[src/rtl/uart_bridge_pkg.sv]
// Shared types and constants for the UART-to-register bridge.
package uart_bridge_pkg;

  // Bridge control FSM states
  typedef enum logic [2:0] {
    ST_IDLE    = 3'd0,
    ST_ARGS    = 3'd1,
    ST_DISCARD = 3'd2,
    ST_EXEC    = 3'd3,
    ST_RDWAIT  = 3'd4,
    ST_RESP    = 3'd5
  } state_e;

  // Reply selector: acknowledge, error, or read data
  typedef enum logic [1:0] {
    RSP_K    = 2'd0,
    RSP_E    = 2'd1,
    RSP_DATA = 2'd2
  } resp_e;

  localparam logic [7:0] ASCII_CR   = 8'h0D;
  localparam logic [7:0] ASCII_LF   = 8'h0A;
  localparam logic [7:0] ASCII_K    = 8'h4B;
  localparam logic [7:0] ASCII_E    = 8'h45;
  localparam logic [7:0] ASCII_R_UC = 8'h52;
  localparam logic [7:0] ASCII_W_UC = 8'h57;
  localparam logic [7:0] ASCII_R_LC = 8'h72;
  localparam logic [7:0] ASCII_W_LC = 8'h77;

  // Reply buffer depth: one hex character per data nibble plus CR LF
  function automatic int unsigned reply_depth(input int unsigned data_w);
    return data_w / 4 + 2;
  endfunction

endpackage

[src/rtl/hex_ascii_codec.sv]
// Combinational hex codec: ASCII to nibble (any case) and nibble to uppercase ASCII.
module hex_ascii_codec (
  input  logic [7:0] ascii_in,
  input  logic [3:0] nibble_in,
  output logic       hex_valid_c,
  output logic [3:0] nibble_c,
  output logic [7:0] ascii_c
);

  // Decode one ASCII character into a nibble
  always_comb begin
    hex_valid_c = 1'b0;
    nibble_c    = 4'h0;
    if (ascii_in >= 8'h30 && ascii_in <= 8'h39) begin
      hex_valid_c = 1'b1;
      nibble_c    = 4'(ascii_in - 8'h30);
    end else if (ascii_in >= 8'h41 && ascii_in <= 8'h46) begin
      hex_valid_c = 1'b1;
      nibble_c    = 4'(ascii_in - 8'h37);
    end else if (ascii_in >= 8'h61 && ascii_in <= 8'h66) begin
      hex_valid_c = 1'b1;
      nibble_c    = 4'(ascii_in - 8'h57);
    end
  end

  // Encode one nibble as an uppercase hex character
  always_comb begin
    if (nibble_in < 4'd10) ascii_c = 8'h30 + {4'h0, nibble_in};
    else                   ascii_c = 8'h37 + {4'h0, nibble_in};
  end

endmodule

[src/rtl/uart_reg_bridge.sv]
// ASCII command line to register bus bridge between UART RX and TX FIFOs.
// Build option UART_REG_BRIDGE_ECHO_EN: echo every popped byte to TX in the same cycle.
module uart_reg_bridge
  import uart_bridge_pkg::*;
#(
  parameter int unsigned ADDR_W = 8,
  parameter int unsigned DATA_W = 8
) (
  input  logic              CLK,
  input  logic              rst,
  input  logic [7:0]        rx_data,
  input  logic              rx_empty,
  output logic              rx_rden,
  output logic [7:0]        tx_data,
  output logic              tx_wren,
  input  logic              tx_full,
  output logic [ADDR_W-1:0] reg_addr,
  output logic [DATA_W-1:0] reg_wdata,
  output logic              reg_we,
  output logic              reg_re,
  input  logic [DATA_W-1:0] reg_rdata
);

  localparam int unsigned NA       = ADDR_W / 4;
  localparam int unsigned ND       = DATA_W / 4;
  localparam int unsigned ARG_W    = ADDR_W + DATA_W;
  localparam int unsigned NARG     = NA + ND;
  localparam int unsigned CNT_W    = $clog2(NARG + 1);
  localparam int unsigned RB_DEPTH = reply_depth(DATA_W);
  localparam int unsigned IDX_W    = $clog2(RB_DEPTH + 1);

  state_e             state_q, state_d;
  logic [7:0]         byte_q;
  logic               byte_vld_q;
  logic               is_rd_q;
  logic [ARG_W-1:0]   arg_q;
  logic [CNT_W-1:0]   cnt_q;
  resp_e              resp_kind_q;
  logic [IDX_W-1:0]   idx_q;
  logic [DATA_W-1:0]  rdata_q;

  logic               is_term_c, is_cmd_c, cmd_rd_c;
  logic               hex_valid_c;
  logic [3:0]         hex_nib_c;
  logic [3:0]         enc_nib_c;
  logic [7:0]         enc_ascii_c;
  resp_e              reply_kind_c;
  logic [IDX_W-1:0]   reply_idx_c;
  logic [IDX_W-1:0]   reply_last_c;
  logic [DATA_W-1:0]  rdata_src_c;
  logic [7:0]         reply_byte_c;
  logic [CNT_W-1:0]   cnt_exp_c;
  logic               start_args_c, shift_arg_c, exec_c;
  logic               resp_load_c, push_reply_c, rx_ok_c;
  resp_e              resp_kind_d;

  hex_ascii_codec u_codec (
    .ascii_in    (byte_q),
    .nibble_in   (enc_nib_c),
    .hex_valid_c (hex_valid_c),
    .nibble_c    (hex_nib_c),
    .ascii_c     (enc_ascii_c)
  );

  // Classify the registered RX byte
  always_comb begin
    is_term_c = (byte_q == ASCII_CR) || (byte_q == ASCII_LF);
    cmd_rd_c  = (byte_q == ASCII_R_UC) || (byte_q == ASCII_R_LC);
    is_cmd_c  = cmd_rd_c || (byte_q == ASCII_W_UC) || (byte_q == ASCII_W_LC);
    cnt_exp_c = is_rd_q ? CNT_W'(NA) : CNT_W'(NARG);
  end

  // Select the current reply byte; RDWAIT sends the first data character straight from reg_rdata
  always_comb begin
    reply_kind_c = (state_q == ST_RDWAIT) ? RSP_DATA : resp_kind_q;
    reply_idx_c  = (state_q == ST_RDWAIT) ? '0 : idx_q;
    rdata_src_c  = (state_q == ST_RDWAIT) ? reg_rdata : rdata_q;
    enc_nib_c    = 4'h0;
    for (int i = 0; i < int'(ND); i++) begin
      if (reply_idx_c == IDX_W'(i)) enc_nib_c = rdata_src_c[4*(int'(ND)-1-i) +: 4];
    end
    if (reply_kind_c == RSP_DATA) begin
      reply_last_c = IDX_W'(RB_DEPTH - 1);
      if (reply_idx_c < IDX_W'(ND))       reply_byte_c = enc_ascii_c;
      else if (reply_idx_c == IDX_W'(ND)) reply_byte_c = ASCII_CR;
      else                                reply_byte_c = ASCII_LF;
    end else begin
      reply_last_c = IDX_W'(2);
      if (reply_idx_c == '0)               reply_byte_c = (reply_kind_c == RSP_K) ? ASCII_K : ASCII_E;
      else if (reply_idx_c == IDX_W'(1))   reply_byte_c = ASCII_CR;
      else                                 reply_byte_c = ASCII_LF;
    end
  end

  // State register
  always_ff @(posedge CLK) begin
    if (rst) state_q <= ST_IDLE;
    else     state_q <= state_d;
  end

  // Next state, FIFO handshakes and datapath controls
  always_comb begin
    state_d      = state_q;
    start_args_c = 1'b0;
    shift_arg_c  = 1'b0;
    exec_c       = 1'b0;
    resp_load_c  = 1'b0;
    resp_kind_d  = RSP_E;
    push_reply_c = 1'b0;
    rx_ok_c      = 1'b0;
    rx_rden      = 1'b0;
    tx_wren      = 1'b0;
    tx_data      = 8'h00;

    unique case (state_q)
      ST_IDLE: begin
        if (byte_vld_q && !is_term_c) begin
          if (is_cmd_c) begin
            state_d      = ST_ARGS;
            start_args_c = 1'b1;
          end else begin
            state_d = ST_DISCARD;
          end
        end
      end
      ST_ARGS: begin
        if (byte_vld_q) begin
          if (is_term_c) begin
            if (cnt_q == cnt_exp_c) begin
              state_d = ST_EXEC;
              exec_c  = 1'b1;
            end else begin
              state_d     = ST_RESP;
              resp_load_c = 1'b1;
              resp_kind_d = RSP_E;
            end
          end else if (hex_valid_c && (cnt_q < CNT_W'(NARG))) begin
            shift_arg_c = 1'b1;
          end else begin
            state_d = ST_DISCARD;
          end
        end
      end
      ST_DISCARD: begin
        if (byte_vld_q && is_term_c) begin
          state_d     = ST_RESP;
          resp_load_c = 1'b1;
          resp_kind_d = RSP_E;
        end
      end
      ST_EXEC: begin
        if (is_rd_q) begin
          state_d = ST_RDWAIT;
        end else begin
          state_d     = ST_RESP;
          resp_load_c = 1'b1;
          resp_kind_d = RSP_K;
        end
      end
      ST_RDWAIT: begin
        state_d      = ST_RESP;
        resp_load_c  = 1'b1;
        resp_kind_d  = RSP_DATA;
        push_reply_c = !tx_full;
      end
      ST_RESP: begin
        if (!tx_full) begin
          push_reply_c = 1'b1;
          if (idx_q == reply_last_c) state_d = ST_IDLE;
        end
      end
      default: state_d = ST_IDLE;
    endcase

    // Pop only while the line is still being collected and the FSM stays in a collecting state
    rx_ok_c = ((state_q == ST_IDLE) || (state_q == ST_ARGS) || (state_q == ST_DISCARD)) &&
              ((state_d == ST_IDLE) || (state_d == ST_ARGS) || (state_d == ST_DISCARD));
`ifdef UART_REG_BRIDGE_ECHO_EN
    rx_rden = !rst && !rx_empty && !tx_full && rx_ok_c;
`else
    rx_rden = !rst && !rx_empty && rx_ok_c;
`endif

    if (push_reply_c && !rst) begin
      tx_wren = 1'b1;
      tx_data = reply_byte_c;
    end
`ifdef UART_REG_BRIDGE_ECHO_EN
    // Echo and reply pushes never coincide: pops and replies happen in disjoint states
    if (rx_rden) begin
      tx_wren = 1'b1;
      tx_data = rx_data;
    end
`endif
  end

  // Byte register, argument shifter, reply tracking and register bus outputs
  always_ff @(posedge CLK) begin
    if (rst) begin
      byte_q      <= 8'h00;
      byte_vld_q  <= 1'b0;
      is_rd_q     <= 1'b0;
      arg_q       <= '0;
      cnt_q       <= '0;
      resp_kind_q <= RSP_E;
      idx_q       <= '0;
      rdata_q     <= '0;
      reg_addr    <= '0;
      reg_wdata   <= '0;
      reg_we      <= 1'b0;
      reg_re      <= 1'b0;
    end else begin
      byte_vld_q <= rx_rden;
      if (rx_rden) byte_q <= rx_data;

      if (start_args_c) begin
        is_rd_q <= cmd_rd_c;
        arg_q   <= '0;
        cnt_q   <= '0;
      end else if (shift_arg_c) begin
        arg_q <= {arg_q[ARG_W-5:0], hex_nib_c};
        cnt_q <= cnt_q + CNT_W'(1);
      end

      reg_we <= exec_c && !is_rd_q;
      reg_re <= exec_c && is_rd_q;
      if (exec_c) begin
        if (is_rd_q) begin
          reg_addr <= arg_q[ADDR_W-1:0];
        end else begin
          reg_addr  <= arg_q[ARG_W-1:DATA_W];
          reg_wdata <= arg_q[DATA_W-1:0];
        end
      end

      if (resp_load_c) begin
        resp_kind_q <= resp_kind_d;
        idx_q       <= push_reply_c ? IDX_W'(1) : '0;
      end else if (push_reply_c) begin
        idx_q <= idx_q + IDX_W'(1);
      end

      if (state_q == ST_RDWAIT) rdata_q <= reg_rdata;
    end
  end

endmodule

[config.mk]
export PLATFORM = sky130hd
export DESIGN_NAME = uart_reg_bridge
export DESIGN_NICKNAME = d
export VERILOG_FILES = /design/src/rtl/uart_bridge_pkg.sv /design/src/rtl/hex_ascii_codec.sv /design/src/rtl/uart_reg_bridge.sv
export SDC_FILE = /design/constraint.sdc
export NUM_CORES = 1
export LEC_CHECK = 0
export CAP_MARGIN = 10
export CELL_PAD_IN_SITES_DETAIL_PLACEMENT = 1
export CELL_PAD_IN_SITES_GLOBAL_PLACEMENT = 1
export CORE_MARGIN = 2
export CORE_UTILIZATION = 44
export DETAILED_ROUTE_END_ITERATION = 6
export GPL_ROUTABILITY_DRIVEN = 1
export GPL_TIMING_DRIVEN = 1
export PLACE_DENSITY = 0.83
export SYNTH_ARGS = -nofsm -noshare
export SYNTH_HDL_FRONTEND = slang
export SYNTH_SLANG_ARGS = --single-unit
[constraint.sdc]
create_clock -name CLK -period 9.25 [get_ports CLK]
set_input_delay 2.3125 -clock CLK [delete_from_list [all_inputs] [get_ports CLK]]
set_output_delay 2.3125 -clock CLK [all_outputs]
set_load 0.005 [all_outputs]
==> impl_metrics.yaml, run 1 <==
run_status:
  status: "finished, final reports clean"
setup_path:
  crit_chain: "clkdlybuf4s50_1, or4bb_1, o41ai_1, and4b_1, nor3_1, or2_1, a221oi_1, clkdlybuf4s50_1"
  crit_slowest_cell: "clkdlybuf4s50_1"
  critPathLaunchType: "input port"
  end_kind: "output pin"
  max_stage_delay_ns: 0.55
  arrival_ns: 4.87
  timing.critical_path.mode_cell: "clkdlybuf4s50_1"
  critical_path_peak_fanout: 5
  crit_type: "input port to output pin"
  required_ns: 6.94
cells_and_area:
  final_nets: 430
  syn_to_final_growth_pct: 22.12
  drive_above_1_share: 0.09091
  antenna_cells: 0
placed_design:
  portBuffers: 46
  place_congestion: 0.9088
  dp_hpwl_mm: 6.145
clocking:
  ctsResizeCount: 0
  clk_path_buf_depth: 2
  cts_tree: "yes"
  cts_sinks: 63
  cts_root_buffer: "clkbuf_8"
  cts_buffers: 9
  clkTransAtPathRegs_ns: 0.07
  postCtsHoldBufs: 0
  cts_setup_buffers: 0
  h-tree-depth: 3
  clk_latency_ns: 0.34
timing:
  finalHoldViolCount: 0
  setup_viol: 0
  max_freq_ghz: 0.1392
  post-route-period-util: 0.7764
  layout_min_cycle_time_ns: 7.182
  tns_ns: 0
  rsz0062_at_grt: "no"
  skew_ns: 0.007020
  tightest_slew_ns: 1.133
  relSlewSlack: 0.2433
  slew_violations: 0
min_path:
  min_path_type: "register to register"
pwr:
  ir_drop_mv: 0.07243
  power_density_nw_per_um2: 145.5
  switching_share: 0.2366
  p_switching_mw: 0.1383
  p_leak_nw: 1.376
  p_comb_frac: 0.073
  power.internal_mw: 0.4464
  pwr-share-clk: 0.446
  p_seq_frac: 0.481
  p_total_mw: 0.5847
global_route:
  grt_pass1_vias: 2998
  grt_max_degree: 45
  grt_antenna_before_repair: 0
  overflow: 0
  grtUsageTotal: 0.2212
  grt_pass1_wl_mm: 14.90
logic_synthesis:
  ys.flop_type: "dfxtp_1"
  yosysTopAreaCellShare: 0.3831
  yosysSeqAreaShare: 0.3831
  synth_edf_count: 0
  avgSynthCellArea_um2: 8.945
  mappedNetlistNets: 396
  ys.warnings.count: 0
  synth_seq_cells: 63
  synth_commonest_cells: "63 x dfxtp_1, 40 x a21oi_1, 36 x nor2_1"
  syn_inst: 368
  synth_most_common_cell: "dfxtp_1"
  synth_cell_types: 59
  synthTopCellsByArea: "dfxtp_1 38%, mux2i_1 8.8%, a21oi_1 6.1%"
  ys_async_sr_fraction: 0
  yosysTopAreaCell: "dfxtp_1"
  synth_area_um2: 3292
routing:
  wl_per_cell_um: 17.61
  drt_pass1_iterations: 5
  drt_iter0_drc: 156
  wl_mm: 8.911
  drc_errors: 0
  num_vias: 2878
  routed_via_density: 5.688
  detail-route-antenna-nets: 0
floorplan:
  coreArea_um2: 7253
  dieArea_um2: 8189
  die_w_um: 90.50
  initial_core_util: 0.4539
  die_h_um: 90.50
  ios: 48
  rows: 31
run:
  max_cap_viol_count: 0
## state kept, by name, indices dropped and copies added (netlist names)
name / flops
reg_wdata: 8
arg_q: 16
reg_addr: 8
is_rd_q: 1
reg_we: 1
idx_q: 3
state_q: 3
resp_kind_q: 2
reg_re: 1
byte_q: 8
rdata_q: 8
cnt_q: 3
byte_vld_q: 1
## power groups by stage
stage | Sequential, mW | Clock [mW] | Combinational (mW)
floorplan | 0.284 | 0 | 0.0299
global placement | 0.287 | 0 | 0.0408
detailed placement | 0.287 | 0 | 0.0424
CTS | 0.281 | 0.264 | 0.0428
global route | 0.282 | 0.277 | 0.0464
finish | 0.281 | 0.261 | 0.0427
## through the flow
step	instance area [um^2]	utilization	setup WS (ns)	hold WS (ns)	std cells
after global routing	4020	0.5543	1.939	0.4799	506
after CTS	3993	0.5505	2.069	0.4633	505
after global placement	3780	0.5211	2.111	0.4422	489
after floorplan	3292	-	3.142	0.4329	368
final	4020	0.5543	2.068	0.4591	506
after detailed placement	3780	0.5211	2.084	0.4535	489
## placed cells by master (no fill, tap or decap), types with 3 or more instances in the layout
master / Yosys / layout
nor3_1: 10 / 10
nand4_1: 3 / 3
a311oi_1: 9 / 9
clkdlybuf4s50_1: 0 / 46
o21ai_0: 6 / 6
a21oi_1: 40 / 40
a211oi_1: 8 / 8
mux2i_1: 29 / 29
ha_1: 8 / 8
mux2_4: 8 / 8
nand4b_1: 8 / 8
inv_1: 10 / 10
nor2b_1: 8 / 8
o31ai_1: 9 / 9
buf_4: 1 / 3
nand2_1: 24 / 24
xnor2_1: 4 / 4
nor2_1: 36 / 35
nand2b_1: 4 / 4
nor3b_1: 5 / 5
clkbuf_8: 0 / 9
dfxtp_1: 63 / 63
## worst paths after layout
kind | startpoint | end | slack, ns | depth (start not counted)
max | reg_rdata[7] | tx_data[2] | 2.07 | 8
min | rdata_q[6] | rdata_q[6] | 0.46 | 2
max reg2reg | is_rd_q | byte_q[0] | 5.56 | 6
min reg2reg | rdata_q[6] | rdata_q[6] | 0.46 | 2
## cells by family (layout without fill, tap and decap cells)
family / count (synthesis) / in the layout / share of synthesized area
compound gates: 93 / 93 / 0.1885
xor+xnor: 6 / 6 / 0.01596
fa+ha+maj: 8 / 8 / 0.03041
buf+inv: 39 / 78 / 0.05055
flops: 63 / 63 / 0.3831
mux: 38 / 38 / 0.1281
other cells: 1 / 1 / 0.001139
simple gates: 120 / 120 / 0.2022
## critical path: cells and delay by family
| family | cells | cell delay, ns |
|---|---|---|
| AO/OA/AOI/OAI | 2 | 0.46 |
| buffers and inverters | 2 | 1.00 |
| AND/OR/NAND/NOR | 4 | 1.09 |
## final cells by class
type                       instances  area [um^2]
tap                               99        123.9
fill                             850         3233
inverter                          12        45.04
sequential                        63         1261
clock inverter                     6        85.08
multi-input combinational        266         1867
timing repair buffer              50        510.5
clock buffer                      10        127.6
## routing by layer
layer / GRT usage / vias to the layer above / share of wire
met4: 0.07692 / 0 / 0.014
met1: 0.2752 / 1389 / 0.45
met3: 0.03172 / 12 / 0.037
li1: - / 1410 / -
met2: 0.3893 / 67 / 0.50
met5: 0 / - / 0
No activity file was read; power rests on OpenSTA's default activity.
==> run 2: changes to the inputs <==
--- a/config.mk
+++ b/config.mk
@@ -9,11 +9,11 @@
 export CELL_PAD_IN_SITES_DETAIL_PLACEMENT = 1
 export CELL_PAD_IN_SITES_GLOBAL_PLACEMENT = 1
 export CORE_MARGIN = 2
-export CORE_UTILIZATION = 44
+export CORE_UTILIZATION = 41
 export DETAILED_ROUTE_END_ITERATION = 6
 export GPL_ROUTABILITY_DRIVEN = 1
 export GPL_TIMING_DRIVEN = 1
-export PLACE_DENSITY = 0.83
+export PLACE_DENSITY = 0.78
 export SYNTH_ARGS = -nofsm -noshare
 export SYNTH_HDL_FRONTEND = slang
 export SYNTH_SLANG_ARGS = --single-unit
==> constraint.sdc (replaced) <==
create_clock -name CLK -period 7.26 [get_ports CLK]
set_input_delay 1.815 -clock CLK [delete_from_list [all_inputs] [get_ports CLK]]
set_output_delay 1.815 -clock CLK [all_outputs]
set_load 0.005 [all_outputs]
==> impl_metrics.yaml, run 2 (synthesis results as in run 1) <==
setup_path:
  cp_top_family: "simple AND/OR/NAND/NOR gates"
  r2r_end: "byte_q[2]"
  max_stage_delay_ns: 0.55
  required_ns: 5.45
  reg2regPathDepth: 7
  crit_slowest_cell: "clkdlybuf4s50_1"
  timing.critical_path.mode_cell: "clkdlybuf4s50_1"
  critPathLaunchType: "input port"
  rr_startpoint: "state_q[2]"
  r2r_slack_ns: 3.51
  crit_type: "input port to output pin"
  critical_path_peak_fanout: 5
  arrival_ns: 4.38
  crit_chain: "clkdlybuf4s50_1, or4bb_1, o41ai_1, and4b_1, nor3_1, or2_1, a221oi_1, clkdlybuf4s50_1"
  end_kind: "output pin"
  crit_buf_inv: 2
pwr:
  p_leak_nw: 1.352
  p_total_mw: 0.7155
  ir_drop_mv: 0.1111
  power_density_nw_per_um2: 180.1
routing:
  detail-route-antenna-nets: 0
  routed_via_density: 5.584
  drc_errors: 0
  drt_pass1_iterations: 4
  drt_iter0_drc: 129
  wl_per_cell_um: 16.60
  num_vias: 2831
  wl_mm: 8.416
clocking:
  postCtsHoldBufs: 0
  clk_path_buf_depth: 2
  h-tree-depth: 3
  ctsResizeCount: 0
  clkTransAtPathRegs_ns: 0.07
  cts_buffers: 9
  cts_root_buffer: "clkbuf_8"
  cts_sinks: 63
  clk_latency_ns: 0.34
  cts_tree: "yes"
  cts_setup_buffers: 0
timing:
  finalHoldViolCount: 0
  post-route-period-util: 0.8531
  rsz0062_at_grt: "no"
  relSlewSlack: 0.2185
  tightest_slew_ns: 1.171
  hold_ws_ns: 0.4615
  setup_viol: 0
  finalWorstSetupSlack_ns: 1.066
  skew_ns: 0.009991
  slew_violations: 0
  max_freq_ghz: 0.1615
  layout_min_cycle_time_ns: 6.194
  tns_ns: 0
cells_and_area:
  final_common_cell: "dfxtp_1"
  top_register: "arg_q"
  final_area_um2: 3973
  largest_reg_flops: 16
  final_cell_mix: "63 x dfxtp_1, 46 x clkdlybuf4s50_1, 40 x a21oi_1, 35 x nor2_1, 29 x mux2i_1"
  layout.cells.non_filler: 507
  fin_util: 0.5114
  syn_to_final_growth_pct: 20.68
  final_nets: 428
  antenna_cells: 0
  drive_above_1_share: 0.08889
min_path:
  hold_path.startpoint: "rdata_q[1]"
  whs_path_depth: 2
  min_path_type: "register to register"
  whs_endpoint: "rdata_q[1]"
floorplan:
  rows: 32
  die_h_um: 93.61
  ios: 48
  initial_core_util: 0.4238
  die_w_um: 93.61
  coreArea_um2: 7767
  dieArea_um2: 8762
global_route:
  grtUsageTotal: 0.2032
  grt_max_degree: 39
  grtUsageMet3: 0.04110
  grtUsageMet2: 0.3459
  grt.busiest_layer: "met2"
  grt_use_met1: 0.2579
  grt_antenna_before_repair: 0
  overflow: 0
  grt_pass1_vias: 2877
  grt_pass1_wl_mm: 14.15
placed_design:
  place_congestion: 0.8612
  portBuffers: 46
  dp_cells: 491
  place_ws_ns: 1.095
  placed_cell_area_um2: 3776
  dp_hpwl_mm: 5.982
run_status:
  status: "finished, final reports clean"
run:
  max_cap_viol_count: 0
run 2: changes by cell type in the layout (fill, tap and decap cells not counted), sizes merged:
| cell | previous run | this run |
|---|---|---|
| buf | 4 | 2 |
| bufinv | 2 | 1 |
| inv | 12 | 13 |
| clkinv | 2 | 3 |
| clkbuf | 10 | 9 |
run 2: worst register-to-register path, delay by kind of cell, from the launching register on:
family	cells	cell delay [ns]
AO/OA/AOI/OAI	4	1.53
AND/OR/NAND/NOR	1	0.85
flip-flops	1	0.62
multiplexers	1	0.39
buffers and inverters	1	0.25
run 2: worst max path at each step:
stage | startpoint | endpoint | cells after the start
global route | state_q[2] | rx_rden | 8
floorplan | reg_rdata[7] | tx_data[2] | 6
CTS | reg_rdata[7] | tx_data[2] | 8
global placement | reg_rdata[7] | tx_data[2] | 8
finish | reg_rdata[7] | tx_data[2] | 8
detailed placement | reg_rdata[7] | tx_data[2] | 8
run 2: power breakdown:
group / switching [mW] / internal, mW
logic: 0.0275 / 0.0265
registers: 0.00752 / 0.350
clock network: 0.145 / 0.159
run 2: per-layer routing:
layer / up-vias / part of all wire
li1: 1406 / -
met1: 1373 / 0.47
met2: 44 / 0.49
met3: 8 / 0.030
met4: 0 / 0.012
met5: - / 0
run 2: layout make-up:
cell class                 count  area [um^2]
inverter                      12        45.04
fill                         936         3795
sequential                    63         1261
multi-input combinational    266         1867
clock buffer                   9        123.9
tap                          102        127.6
timing repair buffer          48        475.5
clock inverter                 7        72.57
